===== src/rtl/shop_cmd_driver.sv =====
// ----------------------------------------------------------------------------
// shop_cmd_driver
//
// Hardware initiator for the shop command interface. A single compact request
// (LOGIN, LOGOUT or RAW) is expanded into the shop's multi-step ASCII dialogue.
// Each step drives o_shop_a/o_shop_u, pulses o_shop_rdy for one cycle and then
// watches i_shop_a for a change away from the value seen before the strobe.
// The first changed value is captured and checked against the prompt expected
// for that step. The transaction ends with OK, MISMATCH or TIMEOUT, along with
// the failing step index and the last captured response.
//
// Ports:
//   i_clk, i_reset     clock, synchronous active-high reset
//   i_req              request strobe, sampled only while idle
//   i_op               0=LOGIN, 1=LOGOUT, 2/3=RAW
//   i_user, i_pass     LOGIN username / password text
//   i_raw_a, i_raw_u   RAW command text / user index
//   i_shop_a           shop response text
//   o_shop_rdy         one-cycle command strobe to the shop
//   o_shop_u, o_shop_a user index / command text to the shop
//   o_busy             high from request accept until completion
//   o_done             one-cycle completion pulse
//   o_status           0=OK, 1=MISMATCH, 2=TIMEOUT
//   o_fail_step        step index of the failure (0 when OK)
//   o_rsp              last captured response
//
// All ASCII fields are right-aligned, zero-padded string values and are
// compared over their full width.
// ----------------------------------------------------------------------------
module shop_cmd_driver #(
    parameter int unsigned A_NUM_ASCII_CHARS   = 7,
    parameter int unsigned RSP_NUM_ASCII_CHARS = 9,
    parameter int unsigned U_NUM_BITS          = 4,
    parameter int unsigned TIMEOUT_CYCLES      = 64,
    parameter logic [8*A_NUM_ASCII_CHARS-1:0] CMD_LOGIN =
        (8*A_NUM_ASCII_CHARS)'("Login"),
    parameter logic [8*A_NUM_ASCII_CHARS-1:0] CMD_LOGOUT =
        (8*A_NUM_ASCII_CHARS)'("Logout"),
    parameter logic [8*RSP_NUM_ASCII_CHARS-1:0] RSP_USERNAME =
        (8*RSP_NUM_ASCII_CHARS)'("Username?"),
    parameter logic [8*RSP_NUM_ASCII_CHARS-1:0] RSP_PASSWORD =
        (8*RSP_NUM_ASCII_CHARS)'("Password?"),
    parameter logic [8*RSP_NUM_ASCII_CHARS-1:0] RSP_LOGGED_IN =
        (8*RSP_NUM_ASCII_CHARS)'("LoggedIn"),
    parameter logic [8*RSP_NUM_ASCII_CHARS-1:0] RSP_LOGGED_OUT =
        (8*RSP_NUM_ASCII_CHARS)'("LoggedOut")
) (
    input  logic                             i_clk,
    input  logic                             i_reset,
    input  logic                             i_req,
    input  logic [1:0]                       i_op,
    input  logic [8*A_NUM_ASCII_CHARS-1:0]   i_user,
    input  logic [8*A_NUM_ASCII_CHARS-1:0]   i_pass,
    input  logic [8*A_NUM_ASCII_CHARS-1:0]   i_raw_a,
    input  logic [U_NUM_BITS-1:0]            i_raw_u,
    input  logic [8*RSP_NUM_ASCII_CHARS-1:0] i_shop_a,
    output logic                             o_shop_rdy,
    output logic [U_NUM_BITS-1:0]            o_shop_u,
    output logic [8*A_NUM_ASCII_CHARS-1:0]   o_shop_a,
    output logic                             o_busy,
    output logic                             o_done,
    output logic [1:0]                       o_status,
    output logic [1:0]                       o_fail_step,
    output logic [8*RSP_NUM_ASCII_CHARS-1:0] o_rsp
);

    localparam int unsigned A_W = 8 * A_NUM_ASCII_CHARS;
    localparam int unsigned R_W = 8 * RSP_NUM_ASCII_CHARS;
    // One spare bit so TIMEOUT_CYCLES of 1 still gives a legal counter.
    localparam int unsigned TW  = $clog2(TIMEOUT_CYCLES + 1);

    localparam logic [TW-1:0] TIMER_LAST = TW'(TIMEOUT_CYCLES - 1);
    localparam logic [TW-1:0] TIMER_ONE  = TW'(1);

    localparam logic [1:0] OP_LOGIN  = 2'd0;
    localparam logic [1:0] OP_LOGOUT = 2'd1;

    localparam logic [1:0] STATUS_OK       = 2'd0;
    localparam logic [1:0] STATUS_MISMATCH = 2'd1;
    localparam logic [1:0] STATUS_TIMEOUT  = 2'd2;

    typedef enum logic [2:0] {
        StIdle,
        StSetup,
        StStrobe,
        StWait,
        StDone
    } state_e;

    state_e                 state_q;
    logic [1:0]             step_q;
    logic [TW-1:0]          timer_q;
    logic [R_W-1:0]         snap_q;

    // Request arguments latched at accept; later steps read only these.
    logic [1:0]             op_q;
    logic [A_W-1:0]         user_q;
    logic [A_W-1:0]         pass_q;
    logic [A_W-1:0]         raw_a_q;
    logic [U_NUM_BITS-1:0]  raw_u_q;

    logic                   shop_rdy_q;
    logic [U_NUM_BITS-1:0]  shop_u_q;
    logic [A_W-1:0]         shop_a_q;
    logic                   busy_q;
    logic                   done_q;
    logic [1:0]             status_q;
    logic [1:0]             fail_step_q;
    logic [R_W-1:0]         rsp_q;

    // Per-step decode of the latched request.
    logic [R_W-1:0]         exp_rsp;
    logic [1:0]             last_step;
    logic                   any_rsp_ok;
    logic                   rsp_changed;
    logic                   rsp_match;

    // Command text for a given op/step. Steps 1 and 2 only exist for LOGIN.
    function automatic logic [A_W-1:0] send_text(
        input logic [1:0]     op,
        input logic [1:0]     step,
        input logic [A_W-1:0] user,
        input logic [A_W-1:0] pass,
        input logic [A_W-1:0] raw_a
    );
        logic [A_W-1:0] txt;
        case (op)
            OP_LOGIN: begin
                case (step)
                    2'd0:    txt = CMD_LOGIN;
                    2'd1:    txt = user;
                    default: txt = pass;
                endcase
            end
            OP_LOGOUT: txt = CMD_LOGOUT;
            default:   txt = raw_a;
        endcase
        return txt;
    endfunction

    function automatic logic [U_NUM_BITS-1:0] send_user(
        input logic [1:0]            op,
        input logic [U_NUM_BITS-1:0] raw_u
    );
        return (op == OP_LOGIN || op == OP_LOGOUT) ? '0 : raw_u;
    endfunction

    always_comb begin
        exp_rsp    = RSP_LOGGED_OUT;
        last_step  = 2'd0;
        any_rsp_ok = 1'b0;
        case (op_q)
            OP_LOGIN: begin
                last_step = 2'd2;
                case (step_q)
                    2'd0:    exp_rsp = RSP_USERNAME;
                    2'd1:    exp_rsp = RSP_PASSWORD;
                    default: exp_rsp = RSP_LOGGED_IN;
                endcase
            end
            OP_LOGOUT: exp_rsp = RSP_LOGGED_OUT;
            default:   any_rsp_ok = 1'b1;
        endcase
        rsp_changed = (i_shop_a != snap_q);
        rsp_match   = any_rsp_ok || (i_shop_a == exp_rsp);
    end

    always_ff @(posedge i_clk) begin
        if (i_reset) begin
            state_q     <= StIdle;
            step_q      <= 2'd0;
            timer_q     <= '0;
            snap_q      <= '0;
            op_q        <= 2'd0;
            user_q      <= '0;
            pass_q      <= '0;
            raw_a_q     <= '0;
            raw_u_q     <= '0;
            shop_rdy_q  <= 1'b0;
            shop_u_q    <= '0;
            shop_a_q    <= '0;
            busy_q      <= 1'b0;
            done_q      <= 1'b0;
            status_q    <= STATUS_OK;
            fail_step_q <= 2'd0;
            rsp_q       <= '0;
        end else begin
            unique case (state_q)
                StIdle: begin
                    if (i_req) begin
                        op_q        <= i_op;
                        user_q      <= i_user;
                        pass_q      <= i_pass;
                        raw_a_q     <= i_raw_a;
                        raw_u_q     <= i_raw_u;
                        step_q      <= 2'd0;
                        busy_q      <= 1'b1;
                        status_q    <= STATUS_OK;
                        fail_step_q <= 2'd0;
                        // Step 0 text is registered here so it is already
                        // valid during SETUP, straight from the request inputs.
                        shop_a_q    <= send_text(i_op, 2'd0, i_user, i_pass, i_raw_a);
                        shop_u_q    <= send_user(i_op, i_raw_u);
                        state_q     <= StSetup;
                    end
                end

                StSetup: begin
                    // Baseline for change detection, taken before the strobe.
                    snap_q     <= i_shop_a;
                    shop_rdy_q <= 1'b1;
                    state_q    <= StStrobe;
                end

                StStrobe: begin
                    shop_rdy_q <= 1'b0;
                    timer_q    <= '0;
                    state_q    <= StWait;
                end

                StWait: begin
                    // A change always takes priority over the timeout.
                    if (rsp_changed) begin
                        rsp_q <= i_shop_a;
                        if (!rsp_match) begin
                            status_q    <= STATUS_MISMATCH;
                            fail_step_q <= step_q;
                            busy_q      <= 1'b0;
                            done_q      <= 1'b1;
                            state_q     <= StDone;
                        end else if (step_q == last_step) begin
                            status_q    <= STATUS_OK;
                            fail_step_q <= 2'd0;
                            busy_q      <= 1'b0;
                            done_q      <= 1'b1;
                            state_q     <= StDone;
                        end else begin
                            step_q   <= step_q + 2'd1;
                            shop_a_q <= send_text(op_q, step_q + 2'd1, user_q, pass_q,
                                                  raw_a_q);
                            shop_u_q <= send_user(op_q, raw_u_q);
                            state_q  <= StSetup;
                        end
                    end else if (timer_q == TIMER_LAST) begin
                        status_q    <= STATUS_TIMEOUT;
                        fail_step_q <= step_q;
                        busy_q      <= 1'b0;
                        done_q      <= 1'b1;
                        state_q     <= StDone;
                    end else begin
                        timer_q <= timer_q + TIMER_ONE;
                    end
                end

                StDone: begin
                    // Any i_req seen here is dropped; re-accept starts in IDLE.
                    done_q   <= 1'b0;
                    shop_a_q <= '0;
                    shop_u_q <= '0;
                    state_q  <= StIdle;
                end

                default: begin
                    state_q <= StIdle;
                end
            endcase
        end
    end

    assign o_shop_rdy  = shop_rdy_q;
    assign o_shop_u    = shop_u_q;
    assign o_shop_a    = shop_a_q;
    assign o_busy      = busy_q;
    assign o_done      = done_q;
    assign o_status    = status_q;
    assign o_fail_step = fail_step_q;
    assign o_rsp       = rsp_q;

endmodule


===== config.mk =====
export PLATFORM = sky130hd
export DESIGN_NAME = shop_cmd_driver
export DESIGN_NICKNAME = d
export VERILOG_FILES = /design/src/rtl/shop_cmd_driver.sv
export SDC_FILE = /design/constraint.sdc
export NUM_CORES = 1
export LEC_CHECK = 0
export BUFFER_PORTS_ARGS = -buffer_cell sky130_fd_sc_hd__buf_2
export CELL_PAD_IN_SITES_DETAIL_PLACEMENT = 1
export CELL_PAD_IN_SITES_GLOBAL_PLACEMENT = 1
export CORE_ASPECT_RATIO = 1.5
export CORE_MARGIN = 2
export CORE_UTILIZATION = 43
export DETAILED_ROUTE_END_ITERATION = 12
export GPL_ROUTABILITY_DRIVEN = 0
export PLACE_DENSITY = 0.95
export SLEW_MARGIN = 20
export SYNTH_ARGS = -nofsm -noshare
export SYNTH_HDL_FRONTEND = slang
export SYNTH_SLANG_ARGS = --single-unit

===== constraint.sdc =====
create_clock -name i_clk -period 8.1 [get_ports i_clk]
set_clock_uncertainty 0.2 [all_clocks]
set_input_delay 0.81 -clock i_clk [delete_from_list [all_inputs] [get_ports i_clk]]
set_output_delay 0.81 -clock i_clk [all_outputs]
set_load 0.05 [all_outputs]

# Word-level counts from Yosys, hierarchy flattened
# Index checks and enable logic that the tools add are counted.
totals:
  output_inout_bits: 139
  romBits: 0
  register_bits: 397
  wordCells: 115
  mem_bits_rw: 0
  mem_count: 0
  latch_bits: 0
op_classes:
  muxes: 54
  n_addsub: 2
  n_shift: 0
  n_mul: 0
  n_reduce_logical: 22
  div: 0
  order_cmp: 0
  eq_ne: 20
  bitwise: 0
op_table:
  columns: ["operator", "n"]
  rows:
  - ["$pmux W56 S2", 3]
  - ["$mux W56", 4]
  - ["$pmux W56 S3", 1]
  - ["$pmux W71 S2", 1]
  - ["$eq A72 B72 Y1", 1]
  - ["$ne A72 B72 Y1", 1]
  - ["$mux W71", 1]
  - ["$mux W2", 12]
  - ["$mux W4", 6]
  - ["$mux W3", 5]
  - ["$mux W7", 2]
  - ["$pmux W7 S2", 1]
  - ["$ne A2 B2 Y1 const B", 6]
  - ["$pmux W2 S2", 3]
  - ["$pmux W3 S4", 1]
  - ["$pmux W4 S3", 1]
  - ["$mux W1", 10]
  - ["$reduce_and A5 Y1", 2]
  - ["$eq A2 B1 Y1 const B", 4]
  - ["$logic_not A2 Y1", 4]
  - ["$reduce_bool A2 Y1", 4]
  - ["$add A7 B1 Y7 const B", 1]
  - ["$eq A7 B6 Y1 const B", 1]
  - ["$eq A3 B2 Y1 const B", 2]
  - ["other kinds (14)", 21]

# Longest topological paths before layout
# Gate-level depths: netlist (run 1).
logic_depth:
  depth_word: 8
  ltp_mapped: 12
  ltp_nobuf: 9

# Worst setup path before layout (run 1)
# Ideal clock, no wire load.
synth_path:
  path_type: "input -> register"
  startpoint: "input port i_shop_a[58]"
  endpoint: "register shop_a_q[0] (netlist: o_shop_a[0])"
  cell_stages: 9
  path_slack_ns: 5.006
  arrival_time_ns: 2.773
  path_buffers: 2
  required_ns: 7.779
  cell_sequence: "buf_2 -> xor2_1 -> nor4_1 -> nand4_1 -> nor3_2 -> a21oi_2 -> a21oi_4 -> buf_12 -> mux2_4"
synth_between:
  elab_chain_cells: 4
  elab_cells_between_ends: 6
  cone_classes: "4 x eq/ne; 2 x reduce/logical"
synth_rtl:
  columns: ["element", "line_no", "rtl"]
  rows:
  - ["start: declaration", "56", "input logic [8*RSP_NUM_ASCII_CHARS-1:0] i_shop_a,"]
  - ["$eq A72 B72 Y1", "165", "rsp_match = any_rsp_ok || (i_shop_a == exp_rsp);"]
  - ["$logic_or A1 B1 Y1", "165", null]
  - ["$ne A2 B2 Y1 (no line)", null, null]
  - ["$reduce_and A5 Y1 (no line) (*)", null, null]
  - ["end signal: assignment", "202", "shop_a_q <= send_text(i_op, 2'd0, i_user, i_pass, i_raw_a);"]
  - ["end signal: assignment", "239", "shop_a_q <= send_text(op_q, step_q + 2'd1, user_q, pass_q,"]
  - ["end: declaration", "104", "logic [A_W-1:0] shop_a_q;"]
# Mark *: on every way between the ends. The rest lies on a longest branch, timed or not.
# A chain may end at the register's enable or synchronous reset.

# Worst setup path in the final report (run 1)
layout_path:
  startpoint: "register state_q[0]"
  endpoint: "register shop_a_q[15] (netlist: o_shop_a[15])"
layout_between:
  elab_chain_cells: 3
  elab_cells_between_ends: 10
  cone_classes: "6 x eq/ne; 1 x mux; 3 x reduce/logical"
layout_rtl:
  columns: ["element", "line_no", "rtl"]
  rows:
  - ["start: declaration", "90", "state_e state_q;"]
  - ["start signal: assignment", "170", "state_q <= StIdle;"]
  - ["start signal: assignment", "204", "state_q <= StSetup;"]
  - ["start signal: assignment", "212", "state_q <= StStrobe;"]
  - ["$eq A3 B2 Y1 (tied with other cells)", "188", "unique case (state_q)"]
  - ["$ne A2 B2 Y1 (no line) or $reduce_bool A3 Y1 (tied branches)", null, null]
  - ["$reduce_and A5 Y1 (no line)", null, null]
# Several ways; a longest one is shown, not always the timed one.

==> reports/results.ini, run 1 <==
[logic_synthesis]
syn-cell-area_sq_um = 17800
synth-edff-count = 0
ys_async_sr_fraction_pct = 0
yosysSeqAreaShare_pct = 44.7
synth.net_count = 2440
yosysTopAreaCellShare_pct = 44.7
synth_top_cell_by_area = dfxtp_1
synth.avg_cell_area_sq_um = 8.13
synth_seq_cells = 397
yosys-top-cells-count = nand2_1, dfxtp_1, a21oi_1, nor2_1, clkbuf_1
synth_cells = 2186
synth_flop_cell = dfxtp_1
ys_warn_count = 0
synthDistinctLibCells = 69
synthTopCellsByArea = dfxtp_1, nand2_1, a21oi_1
synth_most_common_cell = nand2_1

[clocking]
clkTransAtPathRegs_ps = 60
cts.path.max_buffers = 3
htree_levels = 2
cts_sinks = 397
ctsHoldBuffers = 0
post_cts_buffers = 0
cts_resized = 0
cts_root_buffer = clkbuf_16
cts_tree = done
cts_buffers = 40
clk_latency_ps = 550

[worst_hold_path]
holdPathStages = 2
hold_end = user_q[4]
min_from = user_q[4]
hp-class = reg2reg

[global_routing]
antenna_found_initial = 17
grt_use_total_pct = 31.6
grt_max_degree = 207
grt_pass1_wl_um = 105000
overflow = 0
grt_pass1_vias = 18700

[critical_path]
crit_slowest_cell = nand2_2
regToRegStartpoint = state_q[0]
crit_required_ps = 8340
cp_data_arrival_time_ps = 4610
cp-end-kind = register
reg2reg_to = o_shop_a[15]
crit_path_max_fanout = 39
path_buf_inv = 2
r2r_setup_slack_ps = 3730
cp_top_family = simple AND/OR/NAND/NOR gates
r2r_cells = 9
critical_path.max_stage_delay_ps = 730
crit_top_cell = buf_4
startpoint_type = register
criticalPathCategory = reg2reg
crit_chain = nand2_1, or2_2, nand2_2, o211ai_1, a21oi_2, a21oi_4, buf_4, buf_4, mux2_4

[placed_design]
placed_cell_area_sq_um = 19800
portBuffers = 387
dpl.hpwl_um = 46000

[timing]
rsz0062_at_grt = false
tns_ps = 0
slew_headroom_pct = 26.5
slew_violations = 0
fmax_ghz = 0.229
hold_viol_final = 0
holdWs_ps = 253
setup_viol = 0
period_needed_ps = 4370
max_slew.worst_pin.slew_ps = 1100
finalCritPeriodShare_pct = 53.9

[layout]
design_area_sq_um = 21100
ff_latch_area_sq_um = 7950
num-nets-final = 2714
utilization_pct = 51.6
areaGrowthSynthToFinish_pct = 18.9
n_fill_cell = 5023
multi_input_comb_area_sq_um = 8950
drive_gt1_share_pct = 22.0

[drt]
vias = 17800
drc = 0
drtAntennaViolNets = 0
drt_iter0_drc = 1366
avgViaCountPerCell = 5.92
wl_per_cell_um = 23.2
first_pass_iters = 7
routed_wl_um = 70000

[die]
die_w_um = 170
ioPinCount = 388
core_sq_um = 41000
num_rows = 91
initial_core_util_pct = 43.4
die_h_um = 253
die_area_sq_um = 43000

[power]
irDropWorstVdd_mv = 0.246
p_leak_uw = 0.00925
powerDensity_nw_per_um2 = 249

[outcome]
outcome = completed

[flow_run]
cap_violations = 0

metal layers:
layer / vias up / part of all wire, % / track usage (%)
li1: 7971 / - / -
met1: 8647 / 34 / 31.8
met2: 889 / 50 / 55.8
met3: 305 / 7.6 / 7.80
met4: 14 / 8.2 / 23.6
met5: - / 0.14 / 0
placed cells by master (no fill, tap or decap), drive strengths merged, types with 4 or more instances in the layout:
cell,count
a222oi,23
o32a,10
xor2,73
clkbuf,57
diode,11
nor4b,6
clkinv,7
mux2,25
inv,44
and2,4
and4b,5
nand2,611
nor2b,37
nand4,12
a31oi,21
dfxtp,397
nor2,154
a211oi,13
a21oi,290
a221oi,41
buf,402
o211ai,21
nor3,8
o21ai,34
nand2b,24
or2,6
ha,5
bufinv,5
nor4,21
nand3,7
a41o,4
mux2i,75
and3,11
or3,4
final cells by class:
type                    count  area share, %
diodes                     11          0.130
well taps                 511           3.03
multi-input cells        1577           42.3
flip-flops and latches    397           37.6
clock buffers              57           5.28
repair buffers            402           9.80
clock inverters            15           1.07
inverters                  42          0.746
cells by family after synthesis:
group / share of synthesized area [%]
AO/OA/AOI/OAI: 17.7
buffers and inverters: 5.38
flip-flops: 44.7
adder cells (fa/ha/maj): 0.352
multiplexers: 6.29
XOR/XNOR: 3.65
AND/OR/NAND/NOR: 21.9
through the flow:
step,total power [uW],std cells,setup slack [ps]
floorplan,2990,2186,5010
global placement,3260,2929,3560
detailed placement,3320,2929,3540
CTS,5260,3001,3760
global route,5440,3008,3560
finish,5260,3012,3730
tightest hold or removal path, cell delays in order, from the launching register on:
cell and delay (ps):
dfxtp_1 300, nand2_1 50, a21oi_1 50
flip-flops by register name, indices dropped and copies added, names as in the netlist, 2 cells and up:
signal and count:
o_fail_step 2, pass_q 56, state_q 3, op_q 2
raw_a_q 56, o_shop_u 4, o_shop_a 56, timer_q 7
o_rsp 72, user_q 56, raw_u_q 4, o_status 2
step_q 2, snap_q 72
where the power goes:
group / switching, uW / total, uW / internal (uW)
sequential: 101 / 2210 / 2110
clock: 817 / 1940 / 1130
combinational: 781 / 1110 / 327
how the worst max path moves through the flow:
stage	start	depth (start not counted)	to	slack (ps)
after floorplan	i_shop_a[58]	9	o_shop_a[0]	5010
after global placement	i_shop_a[17]	10	o_shop_a[23]	3560
after detailed placement	i_shop_a[17]	10	o_shop_a[15]	3540
after CTS	state_q[0]	9	o_shop_a[31]	3760
after global routing	state_q[0]	9	o_shop_a[31]	3560
final	state_q[0]	9	o_shop_a[15]	3730
Power figures use the tool's default switching activity.
==> run 2, diff against run 1 <==
--- a/config.mk
+++ b/config.mk
@@ -10,10 +10,10 @@
 export CELL_PAD_IN_SITES_GLOBAL_PLACEMENT = 1
 export CORE_ASPECT_RATIO = 1.5
 export CORE_MARGIN = 2
-export CORE_UTILIZATION = 43
+export CORE_UTILIZATION = 40
 export DETAILED_ROUTE_END_ITERATION = 12
 export GPL_ROUTABILITY_DRIVEN = 0
-export PLACE_DENSITY = 0.95
+export PLACE_DENSITY = 0.9
 export SLEW_MARGIN = 20
 export SYNTH_ARGS = -nofsm -noshare
 export SYNTH_HDL_FRONTEND = slang
==> constraint.sdc (replaced) <==
create_clock -name i_clk -period 4.15 [get_ports i_clk]
set_clock_uncertainty 0.2 [all_clocks]
set_input_delay 0.415 -clock i_clk [delete_from_list [all_inputs] [get_ports i_clk]]
set_output_delay 0.415 -clock i_clk [all_outputs]
set_load 0.05 [all_outputs]
==> run 2 against run 1 <==
- hold slack lost 240 ps
- count of clock-buffer cells in the layout grew 5
- design area increased by 12%
- first-iteration DRC count is 26% higher
- sequential power increased by 96%
- combinational power increased by 120%
- critical path type is now in2reg
- critical endpoint is now o_shop_a[2]
==> reports/results.ini, run 2 (synthesis gave the netlist of run 1 again) <==
[worst_hold_path]
hold_end = snap_q[64]
min_from = i_shop_a[64]
hp-class = in2reg
holdPathStages = 3  ; +1

[clocking]
ctsHoldBuffers = 226  ; +226
cts.path.max_buffers = 3  ; unchanged
cts_tree = done
htree_levels = 2  ; unchanged
clk_latency_ps = 560  ; about the same
clkTransAtPathRegs_ps = 70  ; about the same
cts_buffers = 41  ; +2.5%
cts_root_buffer = clkbuf_16
cts_resized = 0  ; unchanged
cts_sinks = 397  ; unchanged
post_cts_buffers = 0  ; unchanged

[global_routing]
gr-usage-met1_pct = 35.5  ; +3.7 points
antenna_found_initial = 11  ; -6
grt_pass1_wl_um = 127000  ; +21%
met3_usage_pct = 6.94  ; -0.85 points
grt_use_total_pct = 35.9  ; +4.3 points
overflow = 0  ; unchanged
grt_pass1_vias = 21500  ; +15%
grt_max_degree = 176  ; -15%
globalRouteMet2Util_pct = 64.7  ; +8.9 points
busiest_layer = met2

[timing]
worst_slack_ps = 446  ; -3290 ps
max_slew.worst_pin.slew_ps = 1070  ; -35.8 ps
finalCritPeriodShare_pct = 89.3
period_needed_ps = 3700
holdWs_ps = 11.0  ; -242 ps
rsz0062_at_grt = false
hold_viol_final = 0  ; unchanged
fmax_ghz = 0.270
setup_viol = 0  ; unchanged
tns_ps = 0  ; unchanged
slew_headroom_pct = 28.4  ; +1.9 points
slew_violations = 0  ; unchanged

[layout]
final_common_cell = nand2_1
layout_common_cells = nand2_1, dfxtp_1, buf_2, a21oi_1, dlygate4sd3_1
drive_gt1_share_pct = 21.0  ; -1.1 points
areaGrowthSynthToFinish_pct = 33.3
n_fill_cell = 5201  ; +3.5%
num-nets-final = 2958  ; +9.0%

[die]
die_h_um = 262  ; +3.6%
ioPinCount = 388  ; unchanged
num_rows = 94  ; +3.3%
initial_core_util_pct = 40.5  ; -2.8 points
die_w_um = 176  ; +3.6%
die_area_sq_um = 46200  ; +7.4%
core_sq_um = 43900  ; +7.0%

[drt]
wl_per_cell_um = 25.7  ; +11%
drtAntennaViolNets = 0  ; unchanged
avgViaCountPerCell = 5.90  ; -0.36%
vias = 19600  ; +9.9%
drc = 0  ; unchanged
routed_wl_um = 85400  ; +22%
drt_iter0_drc = 1716  ; +26%
first_pass_iters = 7  ; unchanged

[power]
p_leak_uw = 0.0103  ; +12%
clock_power_share_pct = 36.1  ; -0.8 points
powerDensity_nw_per_um2 = 449  ; +81%
switching_share_pct = 33.5  ; +1.2 points
irDropWorstVdd_mv = 0.314  ; +28%
cellInternalPower_uw = 7080  ; +99%
p_comb_share_pct = 23.1  ; +2.0 points
power_uw = 10600  ; +100%
p_sw_uw = 3560  ; +110%
share_seq_of_total_power_pct = 40.7  ; -1.3 points

[critical_path]
crit_required_ps = 4380  ; -3960 ps
crit_slowest_cell = nor3_2
reg2reg_to = o_shop_a[2]
startpoint_type = input pin
criticalPathCategory = in2reg
crit_chain = dlygate4sd3_1, buf_2, xor2_1, nor4_1, nand4_1, nor3_2, nand2_1, a41o_4, a221oi_2
crit_path_max_fanout = 37  ; -5.1%
cp-startpoint = i_shop_a[26]
cp_data_arrival_time_ps = 3930  ; -680 ps
critical_path.max_stage_delay_ps = 620  ; -110 ps
regToRegStartpoint = step_q[1]
cp-end-kind = register
r2r_cells = 11  ; +2
r2r_setup_slack_ps = 460  ; -3270 ps

[outcome]
outcome = completed

[flow_run]
cap_violations = 0  ; unchanged

[placed_design]
dpl.hpwl_um = 46300  ; +0.59%
portBuffers = 387  ; unchanged
place_ws_ps = 325  ; -3210 ps

-- run 2: cell count changes in the layout (fill, tap and decap cells not counted), moves of 2 or more --
cell and delta:
buf_12 +5, clkbuf_8 +8, dlygate4sd3_1 +226, bufinv_16 -4, clkinv_2 +2, buf_4 +12
clkbuf_1 -5, nor2_4 -2, nor2_2 +2, clkbuf_16 +2
-- run 2: metrics by stage --
step	instance area (sq um)	cells	util (%)
5_1_grt	23700	3321	54.0
2_1_floorplan	17800	2186	-
3_5_place_dp	20000	3011	45.6
3_3_place_gp	20000	3011	45.6
4_1_cts	23600	3311	53.9
6_report	23700	3323	54.0
-- run 2: critical path: cells and delay by family --
family | cells | cell delay, ps
AO/OA/AOI/OAI | 2 | 980
XOR/XNOR | 1 | 160
buffers and inverters | 2 | 760
AND/OR/NAND/NOR | 4 | 1560
-- run 2: metal layers --
metal	vias up	routed length [um]	share of wire, %
li1	8444	-	-
met1	9512	28400	33
met2	1185	43300	51
met3	454	5920	6.9
met4	0	7820	9.2
met5	-	0	0
-- run 2: area by class of cell --
class / instances / area [sq um] / area share (%)
clock inverter: 12 / 106 / 0.449
antenna: 12 / 30.0 / 0.127
inverter: 42 / 158 / 0.665
clock buffer: 62 / 1260 / 5.30
tap: 576 / 721 / 3.04
timing repair buffer: 645 / 4520 / 19.1
sequential: 397 / 7950 / 33.5
multi-input combinational: 1577 / 8950 / 37.8
-- run 2: worst max path at each step --
| stage | endpoint | slack [ps] | cells after the start |
|---|---|---|---|
| 2_1_floorplan | o_shop_a[10] | 1230 | 11 |
| 3_3_place_gp | o_shop_u[2] | 470 | 9 |
| 3_5_place_dp | o_shop_a[25] | 330 | 9 |
| 4_1_cts | o_shop_a[25] | 300 | 9 |
| 5_1_grt | o_shop_a[2] | 350 | 9 |
| 6_report | o_shop_a[2] | 450 | 9 |
-- run 2: power groups by stage --
stage	clock network (uW)	registers [uW]	logic, uW
2_1_floorplan	0	4690	1130
3_3_place_gp	0	4350	2060
3_5_place_dp	0	4370	2140
4_1_cts	3810	4290	2320
5_1_grt	4030	4350	2590
6_report	3850	4330	2460
